### config.mk
export PLATFORM = sky130hd
export DESIGN_NAME = mod_exp_controller_flat
export DESIGN_NICKNAME = d
export VERILOG_FILES = /design/src/rtl/mod_exp_controller_if.sv /design/src/rtl/mod_exp_controller.sv /design/src/flat_wrapper.sv
export SDC_FILE = /design/constraint.sdc
export NUM_CORES = 1
export LEC_CHECK = 0
export BUFFER_PORTS_ARGS = -buffer_cell sky130_fd_sc_hd__buf_2
export CAP_MARGIN = 40
export CELL_PAD_IN_SITES_DETAIL_PLACEMENT = 0
export CELL_PAD_IN_SITES_GLOBAL_PLACEMENT = 2
export CORE_ASPECT_RATIO = 1.75
export CORE_UTILIZATION = 33
export CTS_CLUSTER_DIAMETER = 200
export CTS_CLUSTER_SIZE = 40
export DETAILED_ROUTE_END_ITERATION = 8
export PLACE_DENSITY_LB_ADDON = 0.1
export SETUP_SLACK_MARGIN = 0.05
export SKIP_CTS_REPAIR_TIMING = 1
export SYNTH_ARGS = -nofsm -noshare
export SYNTH_HDL_FRONTEND = slang
export SYNTH_SLANG_ARGS = --single-unit
### constraint.sdc
create_clock -name clk -period 21.4 [get_ports clk]
set_input_delay 4.28 -clock clk [delete_from_list [all_inputs] [get_ports clk]]
set_output_delay 4.28 -clock clk [all_outputs]
set_load 0.005 [all_outputs]
### src/rtl/mod_exp_controller_if.sv
// Single valid/ready stream used for every operand, result and multiplier channel.
// The master drives tdata/tvalid. The slave drives tready.
interface mod_exp_controller_if #(
  parameter int unsigned SIZE = 64
) ();

  logic [SIZE-1:0] tdata;
  logic            tvalid;
  logic            tready;

  modport master (
    output tdata,
    output tvalid,
    input  tready
  );

  modport slave (
    input  tdata,
    input  tvalid,
    output tready
  );

endinterface

### src/rtl/mod_exp_controller.sv
// Right-to-left square-and-multiply modular exponentiation that drives an external
// multiplication_modulo block. Optional macro MOD_EXP_SKIP_FINAL_SQUARE_EN drops the unused last square.
module mod_exp_controller #(
  parameter int unsigned SIZE = 64
) (
  input  logic clk,
  input  logic rst,
  mod_exp_controller_if.slave  input_base,
  mod_exp_controller_if.slave  input_exponent,
  mod_exp_controller_if.slave  input_modulus,
  mod_exp_controller_if.master output_result,
  mod_exp_controller_if.master mul_multiplier,
  mod_exp_controller_if.master mul_multiplicand,
  mod_exp_controller_if.master mul_modulus,
  mod_exp_controller_if.slave  mul_result
);

  localparam logic [SIZE-1:0] ZERO = '0;
  localparam logic [SIZE-1:0] ONE  = SIZE'(1);

  typedef enum logic [2:0] {
    IDLE,
    CHECK,
    STEP,
    ISSUE,
    WAIT,
    DONE
  } state_t;

  typedef struct packed {
    logic [SIZE-1:0] acc;
    logic [SIZE-1:0] b;
    logic [SIZE-1:0] e;
    logic [SIZE-1:0] m;
    logic [SIZE-1:0] mr_data;
    logic [SIZE-1:0] md_data;
    logic [SIZE-1:0] mm_data;
    logic [SIZE-1:0] out_data;
    logic            have_base;
    logic            have_exp;
    logic            have_mod;
    logic            rdy_base;
    logic            rdy_exp;
    logic            rdy_mod;
    logic            op_mul;
    logic            mr_valid;
    logic            md_valid;
    logic            mm_valid;
    logic            res_ready;
    logic            out_valid;
  } regs_t;

  state_t state_q, state_d;
  regs_t  r_q, r_d;
  logic   launch;
  logic   finish;

  // State and datapath registers.
  always_ff @(posedge clk or posedge rst) begin
    if (rst) begin
      state_q <= IDLE;
      r_q     <= '0;
    end else begin
      state_q <= state_d;
      r_q     <= r_d;
    end
  end

  // Next-state and next-register logic. launch/finish share the ISSUE and DONE entry code.
  always_comb begin
    state_d = state_q;
    r_d     = r_q;
    launch  = 1'b0;
    finish  = 1'b0;

    unique case (state_q)
      IDLE: begin
        if (input_base.tvalid && r_q.rdy_base) begin
          r_d.b         = input_base.tdata;
          r_d.have_base = 1'b1;
        end
        if (input_exponent.tvalid && r_q.rdy_exp) begin
          r_d.e        = input_exponent.tdata;
          r_d.have_exp = 1'b1;
        end
        if (input_modulus.tvalid && r_q.rdy_mod) begin
          r_d.m        = input_modulus.tdata;
          r_d.have_mod = 1'b1;
        end
        r_d.rdy_base = !r_d.have_base;
        r_d.rdy_exp  = !r_d.have_exp;
        r_d.rdy_mod  = !r_d.have_mod;
        if (r_q.have_base && r_q.have_exp && r_q.have_mod) begin
          state_d = CHECK;
        end
      end

      CHECK: begin
        r_d.have_base = 1'b0;
        r_d.have_exp  = 1'b0;
        r_d.have_mod  = 1'b0;
        if (r_q.m <= ONE) begin
          r_d.acc = ZERO;
          finish  = 1'b1;
        end else if (r_q.e == ZERO) begin
          r_d.acc = ONE;
          finish  = 1'b1;
        end else begin
          r_d.acc = ONE;
          state_d = STEP;
        end
      end

      // A set bit 0 is cleared once its multiply is issued, so the next visit shifts and squares.
      STEP: begin
        if (r_q.e[0]) begin
          r_d.e[0]   = 1'b0;
          r_d.op_mul = 1'b1;
          launch     = 1'b1;
        end else begin
          r_d.e      = r_q.e >> 1;
          r_d.op_mul = 1'b0;
`ifdef MOD_EXP_SKIP_FINAL_SQUARE_EN
          if (r_d.e == ZERO) begin
            finish = 1'b1;
          end else begin
            launch = 1'b1;
          end
`else
          launch = 1'b1;
`endif
        end
      end

      ISSUE: begin
        if (r_q.mr_valid && mul_multiplier.tready) begin
          r_d.mr_valid = 1'b0;
        end
        if (r_q.md_valid && mul_multiplicand.tready) begin
          r_d.md_valid = 1'b0;
        end
        if (r_q.mm_valid && mul_modulus.tready) begin
          r_d.mm_valid = 1'b0;
        end
        if (!r_d.mr_valid && !r_d.md_valid && !r_d.mm_valid) begin
          r_d.res_ready = 1'b1;
          state_d       = WAIT;
        end
      end

      WAIT: begin
        if (mul_result.tvalid && r_q.res_ready) begin
          r_d.res_ready = 1'b0;
          if (r_q.op_mul) begin
            r_d.acc = mul_result.tdata;
            state_d = STEP;
          end else begin
            r_d.b = mul_result.tdata;
            if (r_q.e != ZERO) begin
              state_d = STEP;
            end else begin
              finish = 1'b1;
            end
          end
        end
      end

      DONE: begin
        if (output_result.tready && r_q.out_valid) begin
          r_d.out_valid = 1'b0;
          r_d.rdy_base  = 1'b1;
          r_d.rdy_exp   = 1'b1;
          r_d.rdy_mod   = 1'b1;
          state_d       = IDLE;
        end
      end

      default: begin
        state_d = IDLE;
      end
    endcase

    if (launch) begin
      r_d.mr_data  = r_d.op_mul ? r_q.acc : r_q.b;
      r_d.md_data  = r_q.b;
      r_d.mm_data  = r_q.m;
      r_d.mr_valid = 1'b1;
      r_d.md_valid = 1'b1;
      r_d.mm_valid = 1'b1;
      state_d      = ISSUE;
    end

    if (finish) begin
      r_d.out_data  = r_d.acc;
      r_d.out_valid = 1'b1;
      state_d       = DONE;
    end
  end

  assign input_base.tready     = r_q.rdy_base;
  assign input_exponent.tready = r_q.rdy_exp;
  assign input_modulus.tready  = r_q.rdy_mod;

  assign output_result.tdata  = r_q.out_data;
  assign output_result.tvalid = r_q.out_valid;

  assign mul_multiplier.tdata    = r_q.mr_data;
  assign mul_multiplier.tvalid   = r_q.mr_valid;
  assign mul_multiplicand.tdata  = r_q.md_data;
  assign mul_multiplicand.tvalid = r_q.md_valid;
  assign mul_modulus.tdata       = r_q.mm_data;
  assign mul_modulus.tvalid      = r_q.mm_valid;

  assign mul_result.tready = r_q.res_ready;

endmodule

### src/flat_wrapper.sv
// flat-port wrapper written by rule: the top's interface ports become plain ports
module mod_exp_controller_flat 
#(
  parameter int unsigned SIZE = 64
)
  (clk, rst, input_base_tdata, input_base_tvalid, input_base_tready, input_exponent_tdata, input_exponent_tvalid, input_exponent_tready, input_modulus_tdata, input_modulus_tvalid, input_modulus_tready, output_result_tdata, output_result_tvalid, output_result_tready, mul_multiplier_tdata, mul_multiplier_tvalid, mul_multiplier_tready, mul_multiplicand_tdata, mul_multiplicand_tvalid, mul_multiplicand_tready, mul_modulus_tdata, mul_modulus_tvalid, mul_modulus_tready, mul_result_tdata, mul_result_tvalid, mul_result_tready);
  mod_exp_controller_if #(.SIZE(SIZE)) input_base_i ();
  mod_exp_controller_if #(.SIZE(SIZE)) input_exponent_i ();
  mod_exp_controller_if #(.SIZE(SIZE)) input_modulus_i ();
  mod_exp_controller_if #(.SIZE(SIZE)) output_result_i ();
  mod_exp_controller_if #(.SIZE(SIZE)) mul_multiplier_i ();
  mod_exp_controller_if #(.SIZE(SIZE)) mul_multiplicand_i ();
  mod_exp_controller_if #(.SIZE(SIZE)) mul_modulus_i ();
  mod_exp_controller_if #(.SIZE(SIZE)) mul_result_i ();
  input  logic clk;
  input  logic rst;
  input wire logic [$bits(input_base_i.tdata)-1:0] input_base_tdata;
  input wire logic [$bits(input_base_i.tvalid)-1:0] input_base_tvalid;
  output wire logic [$bits(input_base_i.tready)-1:0] input_base_tready;
  input wire logic [$bits(input_exponent_i.tdata)-1:0] input_exponent_tdata;
  input wire logic [$bits(input_exponent_i.tvalid)-1:0] input_exponent_tvalid;
  output wire logic [$bits(input_exponent_i.tready)-1:0] input_exponent_tready;
  input wire logic [$bits(input_modulus_i.tdata)-1:0] input_modulus_tdata;
  input wire logic [$bits(input_modulus_i.tvalid)-1:0] input_modulus_tvalid;
  output wire logic [$bits(input_modulus_i.tready)-1:0] input_modulus_tready;
  output wire logic [$bits(output_result_i.tdata)-1:0] output_result_tdata;
  output wire logic [$bits(output_result_i.tvalid)-1:0] output_result_tvalid;
  input wire logic [$bits(output_result_i.tready)-1:0] output_result_tready;
  output wire logic [$bits(mul_multiplier_i.tdata)-1:0] mul_multiplier_tdata;
  output wire logic [$bits(mul_multiplier_i.tvalid)-1:0] mul_multiplier_tvalid;
  input wire logic [$bits(mul_multiplier_i.tready)-1:0] mul_multiplier_tready;
  output wire logic [$bits(mul_multiplicand_i.tdata)-1:0] mul_multiplicand_tdata;
  output wire logic [$bits(mul_multiplicand_i.tvalid)-1:0] mul_multiplicand_tvalid;
  input wire logic [$bits(mul_multiplicand_i.tready)-1:0] mul_multiplicand_tready;
  output wire logic [$bits(mul_modulus_i.tdata)-1:0] mul_modulus_tdata;
  output wire logic [$bits(mul_modulus_i.tvalid)-1:0] mul_modulus_tvalid;
  input wire logic [$bits(mul_modulus_i.tready)-1:0] mul_modulus_tready;
  input wire logic [$bits(mul_result_i.tdata)-1:0] mul_result_tdata;
  input wire logic [$bits(mul_result_i.tvalid)-1:0] mul_result_tvalid;
  output wire logic [$bits(mul_result_i.tready)-1:0] mul_result_tready;
  assign input_base_i.tdata = input_base_tdata;
  assign input_base_i.tvalid = input_base_tvalid;
  assign input_base_tready = input_base_i.tready;
  assign input_exponent_i.tdata = input_exponent_tdata;
  assign input_exponent_i.tvalid = input_exponent_tvalid;
  assign input_exponent_tready = input_exponent_i.tready;
  assign input_modulus_i.tdata = input_modulus_tdata;
  assign input_modulus_i.tvalid = input_modulus_tvalid;
  assign input_modulus_tready = input_modulus_i.tready;
  assign output_result_tdata = output_result_i.tdata;
  assign output_result_tvalid = output_result_i.tvalid;
  assign output_result_i.tready = output_result_tready;
  assign mul_multiplier_tdata = mul_multiplier_i.tdata;
  assign mul_multiplier_tvalid = mul_multiplier_i.tvalid;
  assign mul_multiplier_i.tready = mul_multiplier_tready;
  assign mul_multiplicand_tdata = mul_multiplicand_i.tdata;
  assign mul_multiplicand_tvalid = mul_multiplicand_i.tvalid;
  assign mul_multiplicand_i.tready = mul_multiplicand_tready;
  assign mul_modulus_tdata = mul_modulus_i.tdata;
  assign mul_modulus_tvalid = mul_modulus_i.tvalid;
  assign mul_modulus_i.tready = mul_modulus_tready;
  assign mul_result_i.tdata = mul_result_tdata;
  assign mul_result_i.tvalid = mul_result_tvalid;
  assign mul_result_tready = mul_result_i.tready;
  mod_exp_controller #(.SIZE(SIZE)) u_core (.clk(clk), .rst(rst), .input_base(input_base_i), .input_exponent(input_exponent_i), .input_modulus(input_modulus_i), .output_result(output_result_i), .mul_multiplier(mul_multiplier_i), .mul_multiplicand(mul_multiplicand_i), .mul_modulus(mul_modulus_i), .mul_result(mul_result_i));
endmodule
# Word level (Yosys, flattened, before mapping)
# Index checks and enable logic that the tools add are counted.
totals:
  ff_bits: 527
  latchBits: 0
  ramBits: 0
  rom_bits: 0
  input_bits: 266
  n_memories: 0
classes:
  n_addsub: 0
  mul: 0
  n_div: 0
  order_cmp: 1
  n_eq_ne: 20
  shift: 0
  mux: 55
  bitwise: 0
  n_reduce_logical: 37
ops:
  columns: ["cell", "n"]
  rows:
  - ["$pmux 64 s2", 3]
  - ["$mux 64", 5]
  - ["$mux 128", 1]
  - ["$le 64x1->1 const B", 1]
  - ["$logic_not 64->1", 1]
  - ["$reduce_bool 64->1", 1]
  - ["$mux 63", 1]
  - ["$mux 3", 13]
  - ["$mux 1", 27]
  - ["$pmux 3 s6", 1]
  - ["$ne 4x1->1 const B", 4]
  - ["$reduce_bool 2->1", 8]
  - ["$logic_and 1x1->1", 12]
  - ["$pmux 3 s2", 2]
  - ["$ne 2x1->1 const B", 5]
  - ["$ne 4x2->1 const B", 2]
  - ["$reduce_and 2->1", 4]
  - ["$reduce_and 8->1", 1]
  - ["$eq 3x2->1 const B", 2]
  - ["$eq 3x3->1 const B", 2]
  - ["$logic_not 1->1", 6]
  - ["$reduce_and 3->1", 2]
  - ["$ne 5x1->1 const B", 1]
  - ["$ne 2x2->1 const B", 2]
  - ["other kinds (5)", 6]

# Longest topological paths before layout
logic_depth:
  depth_word: 10
  depth_mapped: 10

# Least setup slack after synthesis
# OpenSTA, ideal clock, no wires.
synth_path:
  path_type: "input -> register"
  from: "in mul_result_tvalid"
  to: "reg u_core.r_q, in the netlist u_core.output_result.tdata[0]"
  setup_time_ps: 127
  arrival_ps: 5723
  required_time_ps: 21273
  slack_ps: 15550
  cell_stages: 7
  path_buffers: 1
  path_cell_list: "and2_1 nand2_1 nor2_1 buf_2 o22ai_1 a31o_2 mux2_1"
synth_rtl:
  columns: ["element", "line", "source"]
  rows:
  - ["start, declared", "flat_wrapper.sv:39", "input wire logic [$bits(mul_result_i.tvalid)-1:0] mul_result_tvalid;"]
  - ["end signal, assigned", "mod_exp_controller.sv:65", "r_q <= r_d;"]
  - ["end, declared", "mod_exp_controller.sv:54", "regs_t r_q, r_d;"]

==> flow_summary.yaml <==
sta:
  hold_viol: 0
  tightestPinTransition_ns: 1.07
  fin_tns_setup_ns: 0
  finalCritPeriodShare_pct: 33.4
  fmax_mhz: 140
  rsz0062_at_grt: "no"
  maxSlewHeadroom_pct: 28.4
  drv_slew: 0
  setup_viol: 0
  finClkSkew_ns: 0.0627
  fin_crit_ns: 7.14
clock_tree:
  cts_sinks: 527
  path_clk_slew_ns: 0.15
  cts.path.max_buffers: 3
  cts_inserted_buffers: 17
  htreeDepth: 1
  cts_tree: "built"
  clock_latency_ns: 0.60
  root_buffer: "clkbuf_16"
flow_run:
  cap_violations: 0
power:
  comb_power_share_pct: 38.7
  ir_drop_mv: 0.146
  clock_power_share_pct: 13.9
  p_sw_uw: 1400
  internal_power_uw: 2000
  power_density_mw_per_mm2: 130
  seqPwrFrac_pct: 47.4
  p_leak_uw: 0.0127
  switching_share_pct: 41.1
floorplan:
  die_h_um: 358
  core_mm2: 0.0716
  start_util_pct: 33.3
  fp-row-count: 130
  fp.dieW_um: 205
  die_area_mm2: 0.0733
  io_pins: 530
layout:
  syn2layout_area_growth_pct: 9.52
  final_common_cell: "nand2_1"
  drive_above_1_share_pct: 26.6
  final_cell_area_mm2: 0.0261
  nNetsFinal: 2927
  post_layout_nonfiller_instances: 3593
  final_cell_mix: "798 x nand2_1, 530 x buf_2, 526 x dfrtp_1"
synth:
  synth-seq-cells: 527
  syn_inst: 2489
  synth_cell_type_count: 42
  avgSynthCellArea_um2: 9.58
  yosysSeqAreaShare_pct: 55.3
  synth_area_mm2: 0.0238
  yosys_warnings: 0
  synth_nets: 2755
worst_hold_path:
  hp-class: "reg -> reg"
  hp-start: "u_core.r_q[416]$_DFFE_PP0P_"
routing:
  vias: 17432
  routed_via_density: 4.85
  wl_per_cell_um: 21.2
  firstDrtPassIters: 4
  wirelength_um: 76000
  drtAntennaViolNets: 0
  drc: 0
  drt_iter0_drc: 798
setup_path:
  required_ns: 21.90
  critPathMaxFanout: 76
  crit_arrival_ns: 7.64
  startpoint: "mul_result_tvalid"
  cp-start-kind: "primary input"
  rrSetupSlack_ns: 17.56
  endpoint_kind: "flop"
  path_class: "in -> reg"
  rr_startpoint: "u_core.mul_result.tready$_DFFE_PP0P_"
global_route:
  track_usage_pct: 20.4
  grt_max_degree: 192
  grt_pass1_wl_um: 114000
  grt_pass1_vias: 18014
  gr-total-overflow: 0
  antenna_found_initial: 29
placed_design:
  dp_hpwl_um: 52300
  numPortBuffers: 529
  dp.cells: 3566
  gp_congestion: 0.811
  place_area_mm2: 0.0256
run_status:
  status: "completed"
==> cells by family (layout without fill, tap and decap cells) <==
| logic type | count (synthesis) | in the layout | synth area share (%) |
|---|---|---|---|
| flops | 527 | 527 | 55.3 |
| buf+inv | 414 | 586 | 10.8 |
| mux | 192 | 192 | 8.73 |
| other cells | 0 | 8 | 0 |
| simple gates | 1000 | 1000 | 17.1 |
| compound gates | 356 | 356 | 8.01 |
==> final timing paths <==
check,end,cells past startpoint
worst max-delay path,u_core.output_result.tdata[38]$_DFFE_PP0P_,8
max in group asynchronous,u_core.r_q[450]$_DFFE_PP0P_,6
worst min-delay path,u_core.mul_multiplicand.tdata[20]$_DFFE_PP0P_,2
worst min register to register,u_core.mul_multiplicand.tdata[20]$_DFFE_PP0P_,2
worst max register to register,u_core.output_result.tdata[38]$_DFFE_PP0P_,7
min in group asynchronous,u_core.mul_multiplicand.tdata[6]$_DFFE_PP0P_,2
==> routing by layer <==
layer,GRT usage [%],wire (um),up-vias
met2,34.6,36500,469
met3,6.61,6280,94
met5,0,249,-
met4,4.68,1510,40
li1,-,-,8264
met1,25.1,31500,8565
==> flip-flops by register name, indices dropped and copies added, names as in the netlist, 3 cells and up <==
signal and flops:
u_core.mul_modulus.tdata 64, u_core.mul_multiplicand.tdata 64, u_core.mul_multiplier.tdata 64, u_core.output_result.tdata 64
u_core.r_q 260, u_core.state_q 3
==> power groups by stage <==
stage | sequential, uW | clock (uW) | combinational, uW
2_1_floorplan | 1540 | 0 | 1040
3_3_place_gp | 1630 | 0 | 1290
3_5_place_dp | 1640 | 0 | 1350
4_1_cts | 1620 | 501 | 1350
5_1_grt | 1660 | 527 | 1500
6_report | 1610 | 472 | 1310
==> final cells by class <==
class / instances / area [um^2]
Clock inverter: 1 / 30.0
Multi-Input combinational cell: 1548 / 8150
Timing Repair Buffer: 561 / 3100
Tap cell: 924 / 1160
Antenna cell: 8 / 20.0
Fill cell: 7533 / 45500
Inverter: 6 / 30.0
Sequential cell: 527 / 13200
Clock buffer: 18 / 429
==> worst max-delay path, stage by stage <==
cell,delay (ns)
buf_2,0.10
and2_2,0.14
buf_4,0.57
nand2_1,0.53
nor2_4,0.63
buf_4,0.72
o21ai_0,0.28
mux2_2,0.32
==> through the flow <==
step / total power (uW) / hold slack [ns] / utilization, % / setup WS (ns)
after floorplan: 2580 / 0.435 / - / 2.39
after global placement: 2920 / 0.453 / 35.4 / 13.13
after detailed placement: 2990 / 0.457 / 35.8 / 13.43
after CTS: 3470 / 0.444 / 36.4 / 14.10
after global routing: 3690 / 0.472 / 36.5 / 13.95
final: 3400 / 0.453 / 36.5 / 14.26
==> cell usage after synthesis, drive strengths merged <==
library cell,n,share of area [%]
and3,67,1.8
o21a,1,0.032
nand2b,3,0.079
nor2b,1,0.026
nand2,800,13
a21oi,79,1.7
nor4,33,0.92
dfrtp,527,55
a31oi,63,1.7
nor2,72,1.1
clkbuf,123,1.9
a22oi,1,0.032
o22a,2,0.074
a21o,2,0.063
inv,6,0.094
a222oi,2,0.084
o2bb2ai,1,0.037
o21ai,201,4.2
a31o,1,0.037
and2,4,0.11
nor3,3,0.063
and3b,1,0.037
nand3b,1,0.032
mux2,128,6.0
nand3,3,0.063
buf,285,8.8
nor3b,1,0.032
or2b,1,0.032
a211o,1,0.037
mux2i,64,2.7
a2bb2oi,1,0.037
nand4,8,0.21
o22ai,1,0.026
or3,2,0.052
Power figures use the tool's default switching activity.
